$ cat src/rtl/fifo_pkg.sv
// fifo_pkg: shared width helpers and parameter checks for the two-port-RAM
// FIFO controller (fifo_tp_ctrl) and its pointer sub-module (fifo_ptr).
//   ptr_width(depth)   : RAM address width
//   cnt_width(depth)   : width of a 0..depth entry counter
//   level_width(depth) : width of the 0..depth+1 status level
//   is_pow2(depth)     : legal-depth check, evaluated at elaboration
package fifo_pkg;

    localparam int MIN_DEPTH = 2;

    function automatic int ptr_width(input int depth);
        return (depth > 1) ? $clog2(depth) : 1;
    endfunction

    function automatic int cnt_width(input int depth);
        return $clog2(depth) + 1;
    endfunction

    function automatic int level_width(input int depth);
        return $clog2(depth + 2);
    endfunction

    function automatic bit is_pow2(input int depth);
        return (depth >= MIN_DEPTH) && ((depth & (depth - 1)) == 0);
    endfunction

endpackage

$ cat src/rtl/fifo_ptr.sv
// fifo_ptr: wrapping pointer with enable and synchronous active-high reset.
// Wraps silently from 2**WIDTH-1 to 0.
//   i_clk  : clock, rising edge
//   i_rst  : synchronous reset, clears the pointer
//   i_en   : advance by one this cycle
//   o_ptr  : current pointer value
module fifo_ptr #(
    parameter int WIDTH = 4
) (
    input  logic             i_clk,
    input  logic             i_rst,
    input  logic             i_en,
    output logic [WIDTH-1:0] o_ptr
);

    logic [WIDTH-1:0] r_ptr;

    always_ff @(posedge i_clk) begin
        if (i_rst) begin
            r_ptr <= '0;
        end else if (i_en) begin
            r_ptr <= r_ptr + WIDTH'(1);
        end
    end

    assign o_ptr = r_ptr;

endmodule

$ cat src/rtl/fifo_tp_ctrl.sv
// fifo_tp_ctrl: synchronous FIFO controller driving an external two-port RAM
// with one-cycle registered read data. Upstream valid/ready push port,
// downstream first-word-fall-through valid/ready pop port. Capacity is
// DEPTH+1 (DEPTH in the RAM plus one word held in the RAM output register).
//   clock, reset           : rising-edge clock, synchronous active-high reset
//   s_valid/s_ready/s_data : push port
//   m_valid/m_ready/m_data : pop port, m_data comes straight from ram_rdata
//   ram_cen/ram_wen/ram_waddr/ram_wdata : RAM write side (+ combined enable)
//   ram_ren/ram_raddr/ram_rdata         : RAM read side
// Optional feature macro FIFO_TP_CTRL_STATUS_EN adds:
//   level       : entries held (RAM + output register)
//   almost_full : level >= ALMOST_FULL
module fifo_tp_ctrl
    import fifo_pkg::*;
#(
    parameter int DATA_WIDTH  = 32,
    parameter int DEPTH       = 16,
    parameter int ALMOST_FULL = DEPTH - 2
) (
    input  logic                              clock,
    input  logic                              reset,
    input  logic                              s_valid,
    output logic                              s_ready,
    input  logic [DATA_WIDTH-1:0]             s_data,
    output logic                              m_valid,
    input  logic                              m_ready,
    output logic [DATA_WIDTH-1:0]             m_data,
    output logic                              ram_cen,
    output logic                              ram_wen,
    output logic [fifo_pkg::ptr_width(DEPTH)-1:0] ram_waddr,
    output logic [DATA_WIDTH-1:0]             ram_wdata,
    output logic                              ram_ren,
    output logic [fifo_pkg::ptr_width(DEPTH)-1:0] ram_raddr,
    input  logic [DATA_WIDTH-1:0]             ram_rdata
`ifdef FIFO_TP_CTRL_STATUS_EN
    ,
    output logic [fifo_pkg::level_width(DEPTH)-1:0] level,
    output logic                              almost_full
`endif
);

    localparam int ADDR_WIDTH  = ptr_width(DEPTH);
    localparam int CNT_WIDTH   = cnt_width(DEPTH);
    localparam logic [CNT_WIDTH-1:0] FULL_CNT = CNT_WIDTH'(DEPTH);

    if (!is_pow2(DEPTH)) begin : g_bad_depth
        $error("fifo_tp_ctrl: DEPTH must be a power of two and at least 2");
    end
    if (ALMOST_FULL < 0) begin : g_bad_af
        $error("fifo_tp_ctrl: ALMOST_FULL must not be negative");
    end

    logic [CNT_WIDTH-1:0]  r_mem_cnt;
    logic                  r_out_vld;
    logic                  w_push;
    logic                  w_fetch;
    logic [ADDR_WIDTH-1:0] w_wptr;
    logic [ADDR_WIDTH-1:0] w_rptr;

    // mem_cnt excludes words written at this edge, so a read can never hit
    // the address being written in the same cycle.
    assign s_ready = !reset && (r_mem_cnt != FULL_CNT);
    assign w_push  = s_valid && s_ready;
    assign w_fetch = !reset && (r_mem_cnt != '0) && (!r_out_vld || m_ready);

    fifo_ptr #(.WIDTH(ADDR_WIDTH)) u_wptr (
        .i_clk (clock),
        .i_rst (reset),
        .i_en  (w_push),
        .o_ptr (w_wptr)
    );

    fifo_ptr #(.WIDTH(ADDR_WIDTH)) u_rptr (
        .i_clk (clock),
        .i_rst (reset),
        .i_en  (w_fetch),
        .o_ptr (w_rptr)
    );

    always_ff @(posedge clock) begin
        if (reset) begin
            r_mem_cnt <= '0;
            r_out_vld <= 1'b0;
        end else begin
            r_mem_cnt <= r_mem_cnt + CNT_WIDTH'(w_push) - CNT_WIDTH'(w_fetch);
            if (w_fetch) begin
                r_out_vld <= 1'b1;
            end else if (m_ready) begin
                r_out_vld <= 1'b0;
            end
        end
    end

    assign ram_wen   = w_push;
    assign ram_waddr = w_wptr;
    assign ram_wdata = s_data;
    assign ram_ren   = w_fetch;
    assign ram_raddr = w_rptr;
    assign ram_cen   = w_push | w_fetch;
    assign m_valid   = r_out_vld;
    assign m_data    = ram_rdata;

`ifdef FIFO_TP_CTRL_STATUS_EN
    localparam int LEVEL_WIDTH = level_width(DEPTH);
    localparam logic [31:0] AF_THRESH = 32'(ALMOST_FULL);

    assign level       = LEVEL_WIDTH'(r_mem_cnt) + LEVEL_WIDTH'(r_out_vld);
    assign almost_full = (32'(level) >= AF_THRESH);
`endif

endmodule
$ cat config.mk
export PLATFORM = sky130hd
export DESIGN_NAME = fifo_tp_ctrl
export DESIGN_NICKNAME = d
export VERILOG_FILES = /design/src/rtl/fifo_pkg.sv /design/src/rtl/fifo_ptr.sv /design/src/rtl/fifo_tp_ctrl.sv
export SDC_FILE = /design/constraint.sdc
export NUM_CORES = 1
export LEC_CHECK = 0
export ABC_AREA = 1
export CAP_MARGIN = 0
export CORE_AREA = 2 2 77 64
export DETAILED_ROUTE_END_ITERATION = 16
export DIE_AREA = 0 0 79 66
export PLACE_DENSITY = 0.84
export SETUP_SLACK_MARGIN = 0.05
export SYNTH_ARGS = -nofsm -noshare
export SYNTH_HDL_FRONTEND = slang
export SYNTH_HIERARCHICAL = 1
export SYNTH_SLANG_ARGS = --single-unit
export TNS_END_PERCENT = 50
$ cat constraint.sdc
create_clock -name clock -period 3.75 [get_ports clock]
set_input_delay 0.5625 -clock clock [delete_from_list [all_inputs] [get_ports clock]]
set_output_delay 0.5625 -clock clock [all_outputs]
set_load 0.05 [all_outputs]
== Word-level counts from Yosys, hierarchy flattened ==
Cells that the tools add are included.
Widths: inputs -> output; s select.
Word-level totals
  register bits: 14
Cells by class
  add/subtract/negate cells: 4
  equal/unequal tests: 1
  mux-type cells: 2
  bitwise gates (word level): 1
  reduce and logical (&&, ||, !) cells: 9
Operators with widths (number)
  $add 4x1->4 const B: 2
  $add 5x1->5: 1
  $ne 5x5->1 const B: 1
  $reduce_bool 5->1: 1
  $sub 5x1->5: 1
  $logic_and 1x1->1: 4
  $logic_not 1->1: 2
  $mux 1: 2
  $reduce_bool 2->1: 1
  $logic_or 1x1->1: 1
  $or 1x1->1: 1

== Depth between registers and ports, before layout ==
  depth after elaboration: 5
  depth in mapped cells: 16
  gate-level depth less buffers: 16

== By module ==
Netlist, hierarchy kept.
By module, submodules not included
  fifo_tp_ctrl: instances 1, cells an instance 128, area an instance 907.1 µm², seq. area each 120.1 µm²
  fifo_ptr: instances 2, cells an instance 23, area an instance 170.2 µm², seq. area each 80.1 µm²

== Least setup slack after synthesis ==
OpenSTA, ideal clock, no wires.
  kind: register to register
  from: register r_out_vld, in the netlist m_valid
  to: register r_mem_cnt[4]
  setup time: 115 ps
  arrival: 2498 ps
  slack: 1137 ps
  stages on the path, launching flop included: 17
  period minus slack after synthesis: 2613 ps
  cells stage by stage: dfxtp_1 inv_1 nor2_1 inv_1 nand3_1 inv_1 ha_1 inv_1 ha_1 inv_1 fa_1 inv_1 nand2_1 nand2_1 nand3_1 nand2_1 nor2_1
On the way
  longest elaborated chain between the ends: 4
Ends and longest elaborated chain
  start, declared: line fifo_tp_ctrl.sv:54  | logic r_out_vld;
  start signal, assigned: line fifo_tp_ctrl.sv:83  | r_out_vld <= 1'b0;
  start signal, assigned: line fifo_tp_ctrl.sv:87  | r_out_vld <= 1'b1;
  start signal, assigned: line fifo_tp_ctrl.sv:89  | r_out_vld <= 1'b0;
  $logic_not 1->1: line fifo_tp_ctrl.sv:64  | assign w_fetch = !reset && (r_mem_cnt != '0) && (!r_out_vld || m_ready);
  $logic_or 1x1->1: line fifo_tp_ctrl.sv:64
  $logic_and 1x1->1: line fifo_tp_ctrl.sv:64
  net ram_ren: line fifo_tp_ctrl.sv:32  | output logic ram_ren,
  $sub 5x1->5: line fifo_tp_ctrl.sv:85  | r_mem_cnt <= r_mem_cnt + CNT_WIDTH'(w_push) - CNT_WIDTH'(w_fetch);
  end signal, assigned: line fifo_tp_ctrl.sv:85
  end, declared: line fifo_tp_ctrl.sv:53  | logic [CNT_WIDTH-1:0] r_mem_cnt;
The timed path passes the listed nets, and every way through them passes these cells.
A chain may end at the register's enable or synchronous reset.

== Worst setup path after layout ==
  from: input port reset
  to: output port ram_ren
On the way
  longest elaborated chain between the ends: 3
Ends and longest elaborated chain
  start, declared: line fifo_tp_ctrl.sv:21  | input logic reset,
  $logic_not 1->1: line fifo_tp_ctrl.sv:64
  $logic_and 1x1->1 (2 in a row): line fifo_tp_ctrl.sv:64
  end, declared: line fifo_tp_ctrl.sv:32
Every way passes these cells.

==> summary.txt <==
Synth
  • Synth Register Bits: 14
  • Top cells by area, synth: buf_4, dfxtp_1, ha_1, nand2_1, nor2_1
  • Mapped Nets: 251
  • Sequential fraction of the synthesis area: 0.2247
  • YS warnings: 6
  • Mapped Cells: 174
  • Post-synthesis cell type count: 16
  • Post-synth ARST share: 0
  • Top cell type by total area after synthesis: buf_4
  • EDFF count, synth: 0
  • Avg Cell Area, Syn: 7.169 sq um
  • Top-area cell type share of the netlist area: 0.3852
  • Ys flop type: dfxtp_1
  • Syn Std Cell Area: 1247 sq um

GRT
  • GRT busiest layer: met2
  • M3 GR Usage: 0.06284
  • Met2 usage: 0.1367
  • Total gr overflow: 0
  • Largest net degree at the start of global routing: 9
  • First-pass GRT wire length: 3174 um
  • Antenna violations before repair: 0
  • Vias in the first global route: 730
  • GRT met1 Usage: 0.06672
  • GRT Util Overall: 0.07898

Status
  • Status: finished, final reports clean

Timing
  • Final period utilization: 0.7890
  • Slew HR: 0.6646
  • # setup viols final: 0
  • Clk_skew: 0.001093 ns
  • Setup TNS: 0 ns
  • Achievable Freq: 338.0 MHz
  • Tightest Pin Transition: 0.5015 ns
  • Final Hold Vio Count: 0
  • Final worst slack: 0.7912 ns
  • RSZ-0062 raised after global routing: false
  • Fin crit period: 2.959 ns
  • Final Slew Violations: 0

Critical path
  • Worst EP arrival: 2.40 ns
  • Worst EP required: 3.19 ns
  • Worst Path Max Fanout: 8
  • Worst R2R Start: r_mem_cnt[3]
  • CP startpoint kind: input port
  • Worst setup path startpoint: reset
  • R2R Setup Slk: 1.31 ns
  • Crit. End Element: output pin
  • Crit path kind: in -> out

Clocking
  • CTS tree: built
  • Clock tree root buffer cell: clkbuf_8
  • Clock sinks: 14
  • Post-CTS Setup Repair Bufs: 0
  • Hold_buf cts: 0
  • Post-CTS Resized: 0
  • Inserted Clock Buffers: 3
  • Clock slew at reported path FFs: 0.06 ns
  • Bufs on Longest Clock Path: 2
  • Clk Latency, worst-skew pair: 0.24 ns
  • Htree depth: 1

Final layout
  • Final #Nets: 208
  • Area growth, synth to finish: -16.35%
  • Commonest non-fill, non-tap cell in the layout: nand2_1
  • Final design utilization: 0.2340
  • Layout cells sized above 1: 0.08527
  • # fillers: 499
  • Most frequent cells in the layout: nand2_1, nor2_1, inv_1
  • N_diodes: 0

Die
  • Die span in x: 79 um
  • Initial Util: 0.2797
  • Die area: 5214 sq um
  • Die Ht: 66 um
  • Placement row count: 22
  • Io pins: 145
  • CORE AREA: 4459 sq um

Placement
  • Dpl hpwl: 1602 um
  • Port Buffers: 16
  • RD Place Congestion: 0.7441
  • Placement Setup Slack: 0.7824 ns

Detailed routing
  • Routed Antenna Nets: 0
  • Pre-Repair DR Iteration Count: 2
  • Via/cell ratio: 4.175
  • Routed len/inst: 10.43 um
  • Final wirelength: 1972 um
  • Starting DRT DRC Count: 14
  • Via count: 789
  • Number of remaining DRC errors: 0

Power and ir drop
  • Int Pwr: 0.0004193 W
  • Sw frac: 0.4689
  • Combinational share of power: 0.562
  • Pwr per Cell Area: 756.6 nW/um^2
  • Peak supply drop: 0.0001862 V
  • P_leak: 0.4828 nW
  • Clock share of power: 0.160
  • Net Sw Power: 0.0003702 W
  • Sequential power share: 0.278

Hold path
  • Hold WC Path Type: reg -> reg
  • Hold_sp: u_wptr/o_ptr[3]

Flow run
  • Max Cap Violations: 0
## metal layers
metal,vias up,wire (um)
met4,0,57
met5,-,0
met2,53,925
li1,373,-
met3,16,247
met1,347,742
## power groups by stage
stage	Clock, W	Sequential (W)	Combinational (W)
detailed placement	0	0.000224	0.000447
global placement	0	0.000222	0.000433
global route	0.000140	0.000225	0.000503
finish	0.000126	0.000220	0.000444
CTS	0.000135	0.000221	0.000450
floorplan	0	0.000266	0.000470
## final cells by class
cell class	instances	area, sq um	share of cell area
repair buffers	16	160.2	0.1535
flip-flops and latches	14	280.3	0.2686
multi-input cells	74	404.1	0.3873
well taps	60	75.07	0.07194
clock buffers	3	41.29	0.03957
inverters	22	82.58	0.07914
## per-stage QoR
stage	instance area (sq um)	power, W	hold WS [ns]	instances
2_1_floorplan	1247	0.0007360	0.5447	174
3_3_place_gp	1002	0.0006551	0.4891	186
3_5_place_dp	1002	0.0006710	0.5010	186
4_1_cts	1044	0.0008066	0.5093	189
5_1_grt	1044	0.0008677	0.5464	189
6_report	1044	0.0007895	0.5028	189
## worst max-delay path: stages
cell             delay, ns
clkdlybuf4s50_1       0.52
inv_2                 0.15
nand3_1               0.11
inv_1                 0.21
clkdlybuf4s50_1       0.85
## state kept, by name (all words and copies together) (netlist names)
| name | count |
|---|---|
| m_valid | 1 |
| u_wptr/o_ptr | 4 |
| r_mem_cnt | 5 |
| u_rptr/o_ptr | 4 |
## cells in the mapped netlist, types with 3 or more instances
| master | number |
|---|---|
| ha_1 | 8 |
| a21oi_1 | 6 |
| dfxtp_1 | 14 |
| inv_2 | 3 |
| nand3_1 | 5 |
| buf_4 | 64 |
| inv_1 | 19 |
| nor2_1 | 21 |
| nand2_1 | 23 |
## logic make-up after synthesis
| kind of cell | synth area share |
|---|---|
| buffers and inverters | 0.4514 |
| adder cells (fa/ha/maj) | 0.09629 |
| AO/OA/AOI/OAI | 0.03210 |
| flip-flops | 0.2247 |
| AND/OR/NAND/NOR | 0.1956 |
## worst paths after layout
kind	cells after the start	endpoint
worst max register to register	16	r_mem_cnt[4]
worst min-delay path	2	u_wptr/o_ptr[3]
worst max-delay path	5	ram_ren
worst min register to register	2	u_wptr/o_ptr[3]
No activity file was read; power rests on OpenSTA's default activity.
